<file path="config.mk">
export PLATFORM = sky130hd
export DESIGN_NAME = output_port_vc_ctrl
export DESIGN_NICKNAME = d
export VERILOG_FILES = /design/src/rtl/noc_pkg.sv /design/src/rtl/out_vc_credit_chan.sv /design/src/rtl/output_port_vc_ctrl.sv
export SDC_FILE = /design/constraint.sdc
export NUM_CORES = 1
export LEC_CHECK = 0
export BUFFER_PORTS_ARGS = -buffer_cell sky130_fd_sc_hd__buf_2
export CAP_MARGIN = 15
export CORE_MARGIN = 8
export CORE_UTILIZATION = 40
export CTS_CLUSTER_DIAMETER = 50
export DETAILED_ROUTE_END_ITERATION = 10
export PLACE_DENSITY_LB_ADDON = 0.15
export SLEW_MARGIN = 20
export SYNTH_ARGS = -nofsm -noshare
export SYNTH_HDL_FRONTEND = slang
export SYNTH_SLANG_ARGS = --single-unit
</file>
<file path="constraint.sdc">
create_clock -name clk -period 4.05 [get_ports clk]
set_input_delay 0.6075 -clock clk [delete_from_list [all_inputs] [get_ports clk]]
set_output_delay 0.6075 -clock clk [all_outputs]
set_load 0.005 [all_outputs]
</file>
<file path="src/rtl/noc_pkg.sv">
// Shared NoC definitions: flit type encodings and flit field-offset helpers.
package noc_pkg;

  typedef enum logic [1:0] {
    FLIT_HEAD     = 2'b00,
    FLIT_BODY     = 2'b01,
    FLIT_TAIL     = 2'b10,
    FLIT_HEADTAIL = 2'b11
  } flit_type_e;

  localparam int FLIT_TYPE_W = 2;

  // MSB index of the VC id field (VC id sits at the top of the flit).
  function automatic int vcid_msb(input int dw);
    return dw - 1;
  endfunction

  // MSB index of the flit type field, directly below the VC id.
  function automatic int type_msb(input int dw, input int vcid_w);
    return dw - vcid_w - 1;
  endfunction

  // True for flit types that close a packet and release the VC.
  function automatic logic is_tail(input logic [1:0] ftype);
    return (ftype == 2'(FLIT_TAIL)) || (ftype == 2'(FLIT_HEADTAIL));
  endfunction

endpackage

</file>
<file path="src/rtl/out_vc_credit_chan.sv">
// One virtual channel of an output port: credit counter, allocation-free flag
// and single-cycle error pulses for the top level to accumulate.
module out_vc_credit_chan #(
  parameter int BUF_DEPTH     = 8,
  parameter int CREDIT_LBOUND = 0,
  parameter int CNT_W         = 4
) (
  input  logic             clk,
  input  logic             rst,
  input  logic             upd,
  input  logic             send,
  input  logic             tail,
  input  logic             grant,
  output logic [CNT_W-1:0] credit,
  output logic             avail,
  output logic             ready,
  output logic             err_ovf,
  output logic             err_udf,
  output logic             err_prot
);

  localparam logic [CNT_W-1:0] CNT_MAX = CNT_W'(BUF_DEPTH);
  localparam logic [CNT_W-1:0] CNT_LB  = CNT_W'(CREDIT_LBOUND);

  logic [CNT_W-1:0] credit_r;
  logic [CNT_W-1:0] credit_nxt_s;
  logic             avail_r;
  logic             avail_nxt_s;

  // Credit next-state: a send and a return in the same cycle cancel out; saturate at the ends.
  always_comb begin
    credit_nxt_s = credit_r;
    err_ovf      = 1'b0;
    err_udf      = 1'b0;
    case ({send, upd})
      2'b10: begin
        if (credit_r == {CNT_W{1'b0}}) begin
          err_udf = 1'b1;
        end else begin
          credit_nxt_s = credit_r - CNT_W'(1);
        end
      end
      2'b01: begin
        if (credit_r == CNT_MAX) begin
          err_ovf = 1'b1;
        end else begin
          credit_nxt_s = credit_r + CNT_W'(1);
        end
      end
      default: credit_nxt_s = credit_r;
    endcase
  end

  // Availability next-state: a grant wins over a coinciding tail so back-to-back packets work.
  always_comb begin
    avail_nxt_s = avail_r;
    err_prot    = 1'b0;
    if (grant) begin
      avail_nxt_s = 1'b0;
      err_prot    = ~avail_r & ~tail;
    end else if (tail) begin
      avail_nxt_s = 1'b1;
    end else begin
      avail_nxt_s = avail_r;
    end
  end

  // Channel state registers.
  always_ff @(posedge clk) begin
    if (rst) begin
      credit_r <= CNT_MAX;
      avail_r  <= 1'b1;
    end else begin
      credit_r <= credit_nxt_s;
      avail_r  <= avail_nxt_s;
    end
  end

  assign credit = credit_r;
  assign avail  = avail_r;
  assign ready  = (credit_r > CNT_LB);

endmodule

</file>
<file path="src/rtl/output_port_vc_ctrl.sv">
// Output-port VC controller: decodes the crossbar flit, registers credit returns,
// runs one credit/availability channel per VC and keeps sticky error flags.
module output_port_vc_ctrl
  import noc_pkg::*;
#(
  parameter int NUM_VC        = 4,
  parameter int BUF_DEPTH     = 8,
  parameter int CREDIT_LBOUND = 0,
  parameter int DW            = 32,
  parameter int VCID_W        = (NUM_VC > 1) ? $clog2(NUM_VC) : 1,
  parameter int CNT_W         = $clog2(BUF_DEPTH + 1)
) (
  input  logic                    clk,
  input  logic                    rst,
  input  logic [NUM_VC-1:0]       update,
  input  logic [NUM_VC-1:0]       outVCAvailableReset,
  input  logic                    valid,
  input  logic [DW-1:0]           dat,
  output logic [NUM_VC-1:0]       outVCAvailable,
  output logic [NUM_VC-1:0]       outVCReady,
  output logic [NUM_VC*CNT_W-1:0] creditCnt,
  output logic                    errOverflow,
  output logic                    errUnderflow,
  output logic                    errProtocol
);

  localparam int          VCID_MSB = vcid_msb(DW);
  localparam int          TYPE_MSB = type_msb(DW, VCID_W);
  localparam logic [31:0] NUM_VC_U = 32'(NUM_VC);

  logic [NUM_VC-1:0] update_q_r;
  logic [VCID_W-1:0] vcid_s;
  logic [1:0]        ftype_s;
  logic              vc_ok_s;
  logic              bad_vc_s;
  logic [NUM_VC-1:0] send_s;
  logic [NUM_VC-1:0] tail_send_s;
  logic [NUM_VC-1:0] ovf_s;
  logic [NUM_VC-1:0] udf_s;
  logic [NUM_VC-1:0] prot_s;
  logic              unused_payload_s;

  assign vcid_s           = dat[VCID_MSB -: VCID_W];
  assign ftype_s          = dat[TYPE_MSB -: FLIT_TYPE_W];
  assign unused_payload_s = ^dat[TYPE_MSB-FLIT_TYPE_W:0];

  // Flit decode: one-hot send per VC; an out-of-range VC id sends nowhere.
  always_comb begin
    vc_ok_s     = (32'(vcid_s) < NUM_VC_U);
    bad_vc_s    = valid & ~vc_ok_s;
    send_s      = {NUM_VC{1'b0}};
    tail_send_s = {NUM_VC{1'b0}};
    for (int v = 0; v < NUM_VC; v++) begin
      send_s[v]      = valid & vc_ok_s & (vcid_s == VCID_W'(v));
      tail_send_s[v] = send_s[v] & is_tail(ftype_s);
    end
  end

  // Credit returns are registered once before they reach the counters.
  always_ff @(posedge clk) begin
    if (rst) begin
      update_q_r <= {NUM_VC{1'b0}};
    end else begin
      update_q_r <= update;
    end
  end

  for (genvar v = 0; v < NUM_VC; v++) begin : g_chan
    out_vc_credit_chan #(
      .BUF_DEPTH    (BUF_DEPTH),
      .CREDIT_LBOUND(CREDIT_LBOUND),
      .CNT_W        (CNT_W)
    ) u_chan (
      .clk     (clk),
      .rst     (rst),
      .upd     (update_q_r[v]),
      .send    (send_s[v]),
      .tail    (tail_send_s[v]),
      .grant   (outVCAvailableReset[v]),
      .credit  (creditCnt[v*CNT_W +: CNT_W]),
      .avail   (outVCAvailable[v]),
      .ready   (outVCReady[v]),
      .err_ovf (ovf_s[v]),
      .err_udf (udf_s[v]),
      .err_prot(prot_s[v])
    );
  end

  // Sticky error flags: any channel pulse latches until reset.
  always_ff @(posedge clk) begin
    if (rst) begin
      errOverflow  <= 1'b0;
      errUnderflow <= 1'b0;
      errProtocol  <= 1'b0;
    end else begin
      errOverflow  <= errOverflow  | (|ovf_s);
      errUnderflow <= errUnderflow | (|udf_s);
      errProtocol  <= errProtocol  | (|prot_s) | bad_vc_s;
    end
  end

endmodule
</file>
=== After elaboration in Yosys (flattened, before gate mapping) ===
Index checks and enable logic that the tools add are counted.

* Register bits: 27
* Latch bits: 0
* RAM bits: 0
* Bits in read-only memories: 0
* Bits of input ports: 43
* Word-level logic and storage cells: 133
* Memories: 0

* $add $sub $neg: 8
* Multipliers: 0
* Divide/modulo/power cells: 0
* Order comparisons: 4
* Eq/ne operators: 25
* Shifts and indexed selects: 0
* Muxes and demuxes: 40
* Bitwise operators: 23
* Reductions and logical operators: 21

{| class="wikitable"
|+ Operators with widths
! kind !! count
|-
| 4-bit two-way mux || 8
|-
| 4-bit one-hot mux with 2 select lines || 4
|-
| 1-bit two-way mux || 28
|-
| 4-bit by 1-bit adder with 4-bit output, second input constant || 4
|-
| 2-bit equality test, second input constant || 8
|-
| 4-bit equality test, second input constant || 4
|-
| 4-bit by 1-bit greater-than comparator with 1-bit output, second input constant || 4
|-
| 4-bit zero test || 4
|-
| 2-bit != test, second input constant || 8
|-
| 2-bit nonzero test || 8
|-
| 4-bit by 1-bit subtractor with 4-bit output, second input constant || 4
|-
| 1-bit AND || 12
|-
| 3-bit AND reduction || 4
|-
| 4-bit OR reduction || 3
|-
| 2-bit by 1-bit equality test with 1-bit output, second input constant || 5
|-
| 1-bit inverter || 8
|-
| 1-bit bitwise OR || 3
|-
| 2-bit zero test || 1
|-
| 1-bit logical OR || 1
|}

=== Logic depth before layout (Yosys ltp) ===
Gate-level depths: netlist (run 1).

* Depth after elaboration: 8
* Depth in mapped cells: 9
* Mapped depth without buffers: 9

=== Modules after synthesis ===
From an unflattened synthesis (run 1), not the netlist that was laid out.

* Cells, all modules: 186
* Area, all modules: 1730.4 um2

{| class="wikitable"
|+ Modules (own cells, without submodules)
! module !! times used !! cells an instance !! area an instance (um2) !! sequential area each (um2)
|-
| out_vc_credit_chan at g_chan[0].u_chan ... || 3 || 39 || 361.6 || 100.1
|-
| out_vc_credit_chan at g_chan[1].u_chan || 1 || 39 || 360.3 || 100.1
|-
| output_port_vc_ctrl || 1 || 30 || 285.3 || 140.1
|}

=== Worst setup path after synthesis (run 1) ===
Ideal clock, no wire load.

* Path type: input to register
* Start: input port dat[31]
* End: register g_chan[0].u_chan.credit_r[3]
* Arrival: 2.287 ns
* Required time: 3.958 ns
* Path slack: 1.671 ns
* Cell stages on the path: 9
* Cells stage by stage: nor3b_2 -> inv_1 -> ha_1 -> inv_1 -> ha_1 -> a21o_1 -> a21oi_2 -> mux2_4 -> nor4_1

* Cells in the longest elaborated chain, start to end: 5

{| class="wikitable"
|+ Ends and longest elaborated chain
! element !! line !! text
|-
| start: declaration || output_port_vc_ctrl.sv:18 || <nowiki>input logic [DW-1:0] dat,</nowiki>
|-
| 2-bit zero test * || output_port_vc_ctrl.sv:54 || <nowiki>send_s[v] = valid & vc_ok_s & (vcid_s == VCID_W'(v));</nowiki>
|-
| 1-bit AND * || output_port_vc_ctrl.sv:54 ||
|-
| 2-bit by 1-bit equality test with 1-bit output or 2-bit equality test (tied branches) || out_vc_credit_chan.sv:35 || <nowiki>case ({send, upd})</nowiki>
|-
| 2-bit != test (no source line) or 2-bit nonzero test (tied branches) || n/a ||
|-
| 3-bit AND reduction (no source line) || n/a ||
|-
| end signal: assignment || out_vc_credit_chan.sv:74 || <nowiki>credit_r <= credit_nxt_s;</nowiki>
|-
| end: declaration || out_vc_credit_chan.sv:25 || <nowiki>logic [CNT_W-1:0] credit_r;</nowiki>
|}

Every way passes the cells marked *; elsewhere a longest branch is shown, timed or not.
A chain may end at the register's enable or synchronous reset.

=== Worst setup path after layout (run 1) ===
Ends and elaborated chain as after synthesis.

==> results.toml, run 1 <==
[drt]
ant_nets = 0
drtIter0Drc = 60
routed_wl_microns = 4066
vias_per_cell = 5.322
dr_total_vias = 1554
dr.pass1.iters = 4
route.detailed.wl_per_inst_microns = 13.92
drc = 0

[placement]
portBuffers = 40
place_congestion = 0.7913
place_hpwl_microns = 3128
dp_cells = 288
dp_slack_ps = 1290

[timing]
finalSetupTns_ps = 0
fmax_mhz = 407.8
fin_crit_sh_pct = 60.54
setup_slack_ps = 1598
tightest_slew_ps = 633.2
hold_violations = 0
finClkSkew_ps = 2.496
finalCriticalPeriod_ps = 2452
grt_setup_unrepaired = "no"
setup_viol = 0
finalMaxSlewViolations = 0
slew_headroom_pct = 57.79

[critical_path]
worst_setup_path_start_kind = "input pin"
crit_arrival_ps = 2640
critPathMaxFanout = 5
reg2reg_slack_ps = 2050
reg2reg_from = "update_q_r[2]"
r2r_end = "g_chan[2].u_chan.credit[3]"
r2r_cells = 7
critPathKind = "in -> reg"
cp-end-kind = "flip-flop"
critPathRequiredTime_ps = 4240

[power_and_ir_drop]
p_sw_uw = 290.7
power_frac_clock_pct = 20.2
seq_power_share_pct = 45.9
leakage_uw = 0.0009156
p_per_area_mw_per_mm2 = 372.0
ir_drop_v = 0.0001770
netSwitchingFraction_pct = 36.44
comb_power_share_pct = 33.9
cell_internal_pwr_uw = 507.1

[global_route]
grt_start_max_net_pins = 33
grt_pass1_wl_microns = 7086
grtUsageTotal_pct = 11.69
antenna_found_initial = 0
overflow = 0
first_global_vias = 1461

[synthesis]
syn_nets = 270
yosysWarnings = 0
syn_inst = 207
ys_ff_latch = 27
ys_seq_area_share_pct = 28.31
avgSynthCellArea_sq_um = 9.224
syn-cell-area_sq_mm = 0.001909
synth_cell_types = 46

[min_path]
hp-class = "in -> reg"
hold_depth = 2
hold_start = "outVCAvailableReset[0]"
hold_end = "g_chan[0].u_chan.avail"

[clock_tree]
hold_buffers = 0
post_cts_buffers = 0
cts_made_buffers = 3
clockBufferDepth = 2
cts.htree.levels = 1
cts.clk_slew.worst_paths_ps = 100
cts_resized = 0
cts.sinks = 27
cts-root-buf = "clkbuf_8"
cts_tree = "done"
insertion_delay_ps = 270

[run_status]
status = "finished clean"

[floorplan]
fp-row-count = 25
dieWidth_microns = 85.09
num_io_pins = 70
coreArea_sq_mm = 0.004661
initial_core_util_pct = 40.97
die_area_sq_mm = 0.007240
die_h_microns = 85.09

[layout]
instances_no_fill = 292
areaGrowthSynthToFinish_pct = 12.32
fin_util_pct = 46.01
finalNetCount = 302
drive_gt1_share_pct = 26.89
diodes = 0

[job]
drv_cap = 0
-- power groups by stage --
stage / clock network, uW / registers, uW / logic [uW]
after floorplan: 0 / 367 / 206
after global placement: 0 / 374 / 272
after detailed placement: 0 / 374 / 273
after CTS: 168 / 368 / 275
after global routing: 177 / 376 / 309
final: 161 / 366 / 271
-- cells by family (layout without fill, tap and decap cells) --
kind of cell    after synthesis  after routing  share of synthesized area, %
buf+inv                      33             64                         8.191
fa+ha+maj                    20             20                         14.68
simple gates                 72             72                         26.15
compound gates               43             43                         16.38
mux                           6              6                         3.538
flops                        27             27                         28.31
xor+xnor                      6              6                         2.752
-- cell usage after synthesis (all sizes together) --
library cell   n  area (sq um)
a211oi         3         22.52
a21o           4         30.03
a21oi         18         97.60
a221oi         3         61.31
a22o           1         8.760
a22oi          2         15.01
a311oi         1         8.760
a31o           2         17.52
a31oi          3         18.77
and2           5         33.78
and3           1         6.260
buf           11         73.82
clkbuf         2         7.510
dfxtp         27         540.5
fa             4         80.08
ha            16         200.2
inv           20         75.07
mux2           3         37.53
mux2i          3         30.03
nand2          7         28.78
nand2b         1         6.260
nand3          9         45.04
nand3b         1         7.510
nor2           9         33.78
nor2b          8         50.05
nor3          12         70.07
nor3b          4         35.03
nor4          11         150.1
nor4b          3         26.28
o211ai         1         7.510
o21ai          5         25.02
or3            1         6.260
xnor2          5         43.79
xor2           1         8.760
-- flip-flops by register name, indices dropped and copies added, names as in the netlist --
signal / count
errUnderflow: 1
g_chan.u_chan.avail: 4
errProtocol: 1
update_q_r: 4
errOverflow: 1
g_chan.u_chan.credit: 16
-- metal layers --
metal / vias to the layer above / routed length, microns / global-route usage, %
li1: 798 / - / -
met2: 39 / 1865 / 19.32
met5: - / 0 / 0
met4: 0 / 24 / 1.942
met3: 2 / 209 / 3.378
met1: 715 / 1967 / 14.78
-- worst max-delay path, cell delays in order --
cell	delay (ps)
buf_2	130
nor3b_2	310
inv_1	80
ha_1	240
inv_1	160
ha_1	250
a21o_1	190
a21oi_2	200
mux2_4	310
nor4_1	150
-- through the flow --
step                      instance area, sq um  hold slack, ps  total power, uW
final                                     2145           526.8            797.7
after global routing                      2145           513.9            862.3
after CTS                                 2145           519.1            810.5
after detailed placement                  2096           508.7            646.9
after global placement                    2096           504.2            645.5
after floorplan                           1909           495.5            572.1
-- worst max-delay path by stage --
| stage | startpoint | end | slack, ps | depth (start not counted) |
|---|---|---|---|---|
| 3_5_place_dp | dat[31] | g_chan[0].u_chan.credit[3] | 1290 | 10 |
| 2_1_floorplan | dat[31] | g_chan[0].u_chan.credit[3] | 1670 | 9 |
| 6_report | dat[31] | g_chan[0].u_chan.credit[3] | 1600 | 10 |
| 4_1_cts | dat[31] | g_chan[0].u_chan.credit[3] | 1580 | 10 |
| 3_3_place_gp | dat[31] | g_chan[0].u_chan.credit[3] | 1310 | 10 |
| 5_1_grt | dat[31] | g_chan[1].u_chan.credit[3] | 1410 | 10 |
-- placed cells by master, fill, tap and decap left out, types with 2 or more instances in the layout --
master	instances
dfxtp_1	27
and2_2	2
mux2i_1	3
a31oi_1	3
mux2_2	2
nor4_4	5
nor3_2	2
nand3_1	9
a21oi_2	2
a211oi_1	3
a21o_1	4
nor2_1	9
nor4b_1	3
a22oi_1	2
xnor2_1	5
nor3_1	10
inv_1	19
nor3b_1	3
ha_1	16
nor4_1	5
fa_1	4
nand2_1	6
nor2b_1	8
a21oi_1	16
a221oi_4	2
o21ai_0	5
and2_1	3
buf_2	40
a31o_1	2
clkbuf_8	3
-- area by class of cell --
class,count,area (sq um)
fill,480,2516
multi-input combinational,147,1212
sequential,27,540.5
timing repair buffer,40,200.2
inverter,20,75.07
tap,54,67.56
clock buffer,3,41.29
clock inverter,1,7.507
No activity file was read; power rests on OpenSTA's default activity.
==> inputs of run 2 (changes only) <==
clock period = 2 ns   (was 4.05 ns; I/O delays follow)
==> run 2 against run 1 <==
  * First-iteration DRC count fell by 22%
  * Core utilization rose by 4.5 points
  * Clock-buffer cell count did not move
  * Via count rose by 5.3%
  * Sequential power rose by 98%
  * Worst setup slack got worse by 1500 ps
  * Clock skew rose by 1.0 ps
  * Power rose by 110%
==> results.toml, run 2 (synthesis gave the netlist of run 1 again) <==
[run_status]
status = "finished clean"

[critical_path]
worst_setup_path_start_kind = "input pin"
critPathRequiredTime_ps = 2190
crit_top_cell = "ha_1"
worstPathCellList = "buf_2 -> nor2b_1 -> nand2_1 -> ha_1 -> inv_1 -> ha_1 -> a21o_1 -> a21oi_2 -> mux2_2 -> nor4_2"
slowest_delay_ps = 360
critPathBufInv = 2
crit_arrival_ps = 2070
critPathMaxFanout = 4
critical_path.top_delay_family = "adder cells"
critPathKind = "in -> reg"
cp-end-kind = "flip-flop"
slowest_stage = "mux2_2"

[timing]
grt_setup_unrepaired = "yes"
setup_slack_ps = 125.5
tightest_slew_ps = 400.8
hold_slack_ps = 216.0
finalSetupTns_ps = 0
setup_viol = 0
fmax_mhz = 533.5
finalCriticalPeriod_ps = 1875
slew_headroom_pct = 73.08
hold_violations = 0
finalMaxSlewViolations = 0
fin_crit_sh_pct = 93.73
finClkSkew_ps = 3.544

[layout]
instances_no_fill = 317
areaGrowthSynthToFinish_pct = 23.20
finalNetCount = 327
layout.cells.most_common_list = "40 x buf_2, 27 x dfxtp_1, 25 x buf_4"
fin_area_sq_mm = 0.002352
nFillCells = 466
final_common_cell = "buf_2"
drive_gt1_share_pct = 35.74
diodes = 0
largest_reg_flops = 16

[clock_tree]
cts_resized = 0
cts_made_buffers = 3
cts.sinks = 27
cts.htree.levels = 1
cts-root-buf = "clkbuf_8"
cts_tree = "done"
clockBufferDepth = 2
post_cts_buffers = 0
cts.clk_slew.worst_paths_ps = 100
hold_buffers = 0
insertion_delay_ps = 270

[power_and_ir_drop]
p_per_area_mw_per_mm2 = 727.0
ir_drop_v = 0.0002888
leakage_uw = 0.001046

[placement]
dp_slack_ps = -223.2
dp_cells = 313
place_hpwl_microns = 3494
place_congestion = 0.7638
place_area_sq_mm = 0.002293
portBuffers = 40

[floorplan]
dieWidth_microns = 85.09
num_io_pins = 70
initial_core_util_pct = 40.97
die_h_microns = 85.09
fp-row-count = 25
coreArea_sq_mm = 0.004661
die_area_sq_mm = 0.007240

[global_route]
grt_pass1_wl_microns = 7148
first_global_vias = 1526
grtUsageTotal_pct = 11.94
antenna_found_initial = 0
grt_start_max_net_pins = 16
overflow = 0

[drt]
route.detailed.wl_per_inst_microns = 13.67
dr.pass1.iters = 4
ant_nets = 0
drtIter0Drc = 47
vias_per_cell = 5.161
drc = 0
dr_total_vias = 1636
routed_wl_microns = 4334

[job]
drv_cap = 0

[min_path]
hp-class = "in -> reg"
-- run 2: metrics by stage --
stage / total power (uW) / utilization, %
2_1_floorplan: 1164 / -
3_3_place_gp: 1389 / 49.21
3_5_place_dp: 1400 / 49.21
4_1_cts: 1725 / 50.20
5_1_grt: 1837 / 50.47
6_report: 1710 / 50.47
-- run 2: cell type report --
class                   instances  area [sq um]  area share (%)
clock inverters                 1         5.005          0.2128
well taps                      54         67.56           2.872
multi-input cells             147          1235           52.50
clock buffers                   3         41.29           1.755
flip-flops and latches         27         540.5           22.98
repair buffers                 65         387.9           16.49
inverters                      20         75.07           3.191
-- run 2: power breakdown --
| group | internal, uW | total [uW] | switching [uW] |
|---|---|---|---|
| sequential | 608 | 726 | 117 |
| clock | 140 | 325 | 185 |
| combinational | 347 | 660 | 313 |
-- run 2: routing by layer --
metal	global-route usage [%]	wire, microns	vias to the layer above
li1	-	-	846
met1	15.39	2102	765
met2	19.25	2077	23
met3	2.703	132	2
met4	3.398	21	0
met5	0	0	-
-- run 2: final timing paths --
| path | startpoint | cells after the start | slack [ps] | endpoint |
|---|---|---|---|---|
| worst max register to register | update_q_r[2] | 7 | 180 | g_chan[2].u_chan.credit[3] |
| worst min register to register | errProtocol | 2 | 520 | errProtocol |
| worst min-delay path | outVCAvailableReset[0] | 2 | 220 | g_chan[0].u_chan.avail |
| worst max-delay path | valid | 10 | 130 | g_chan[2].u_chan.credit[3] |
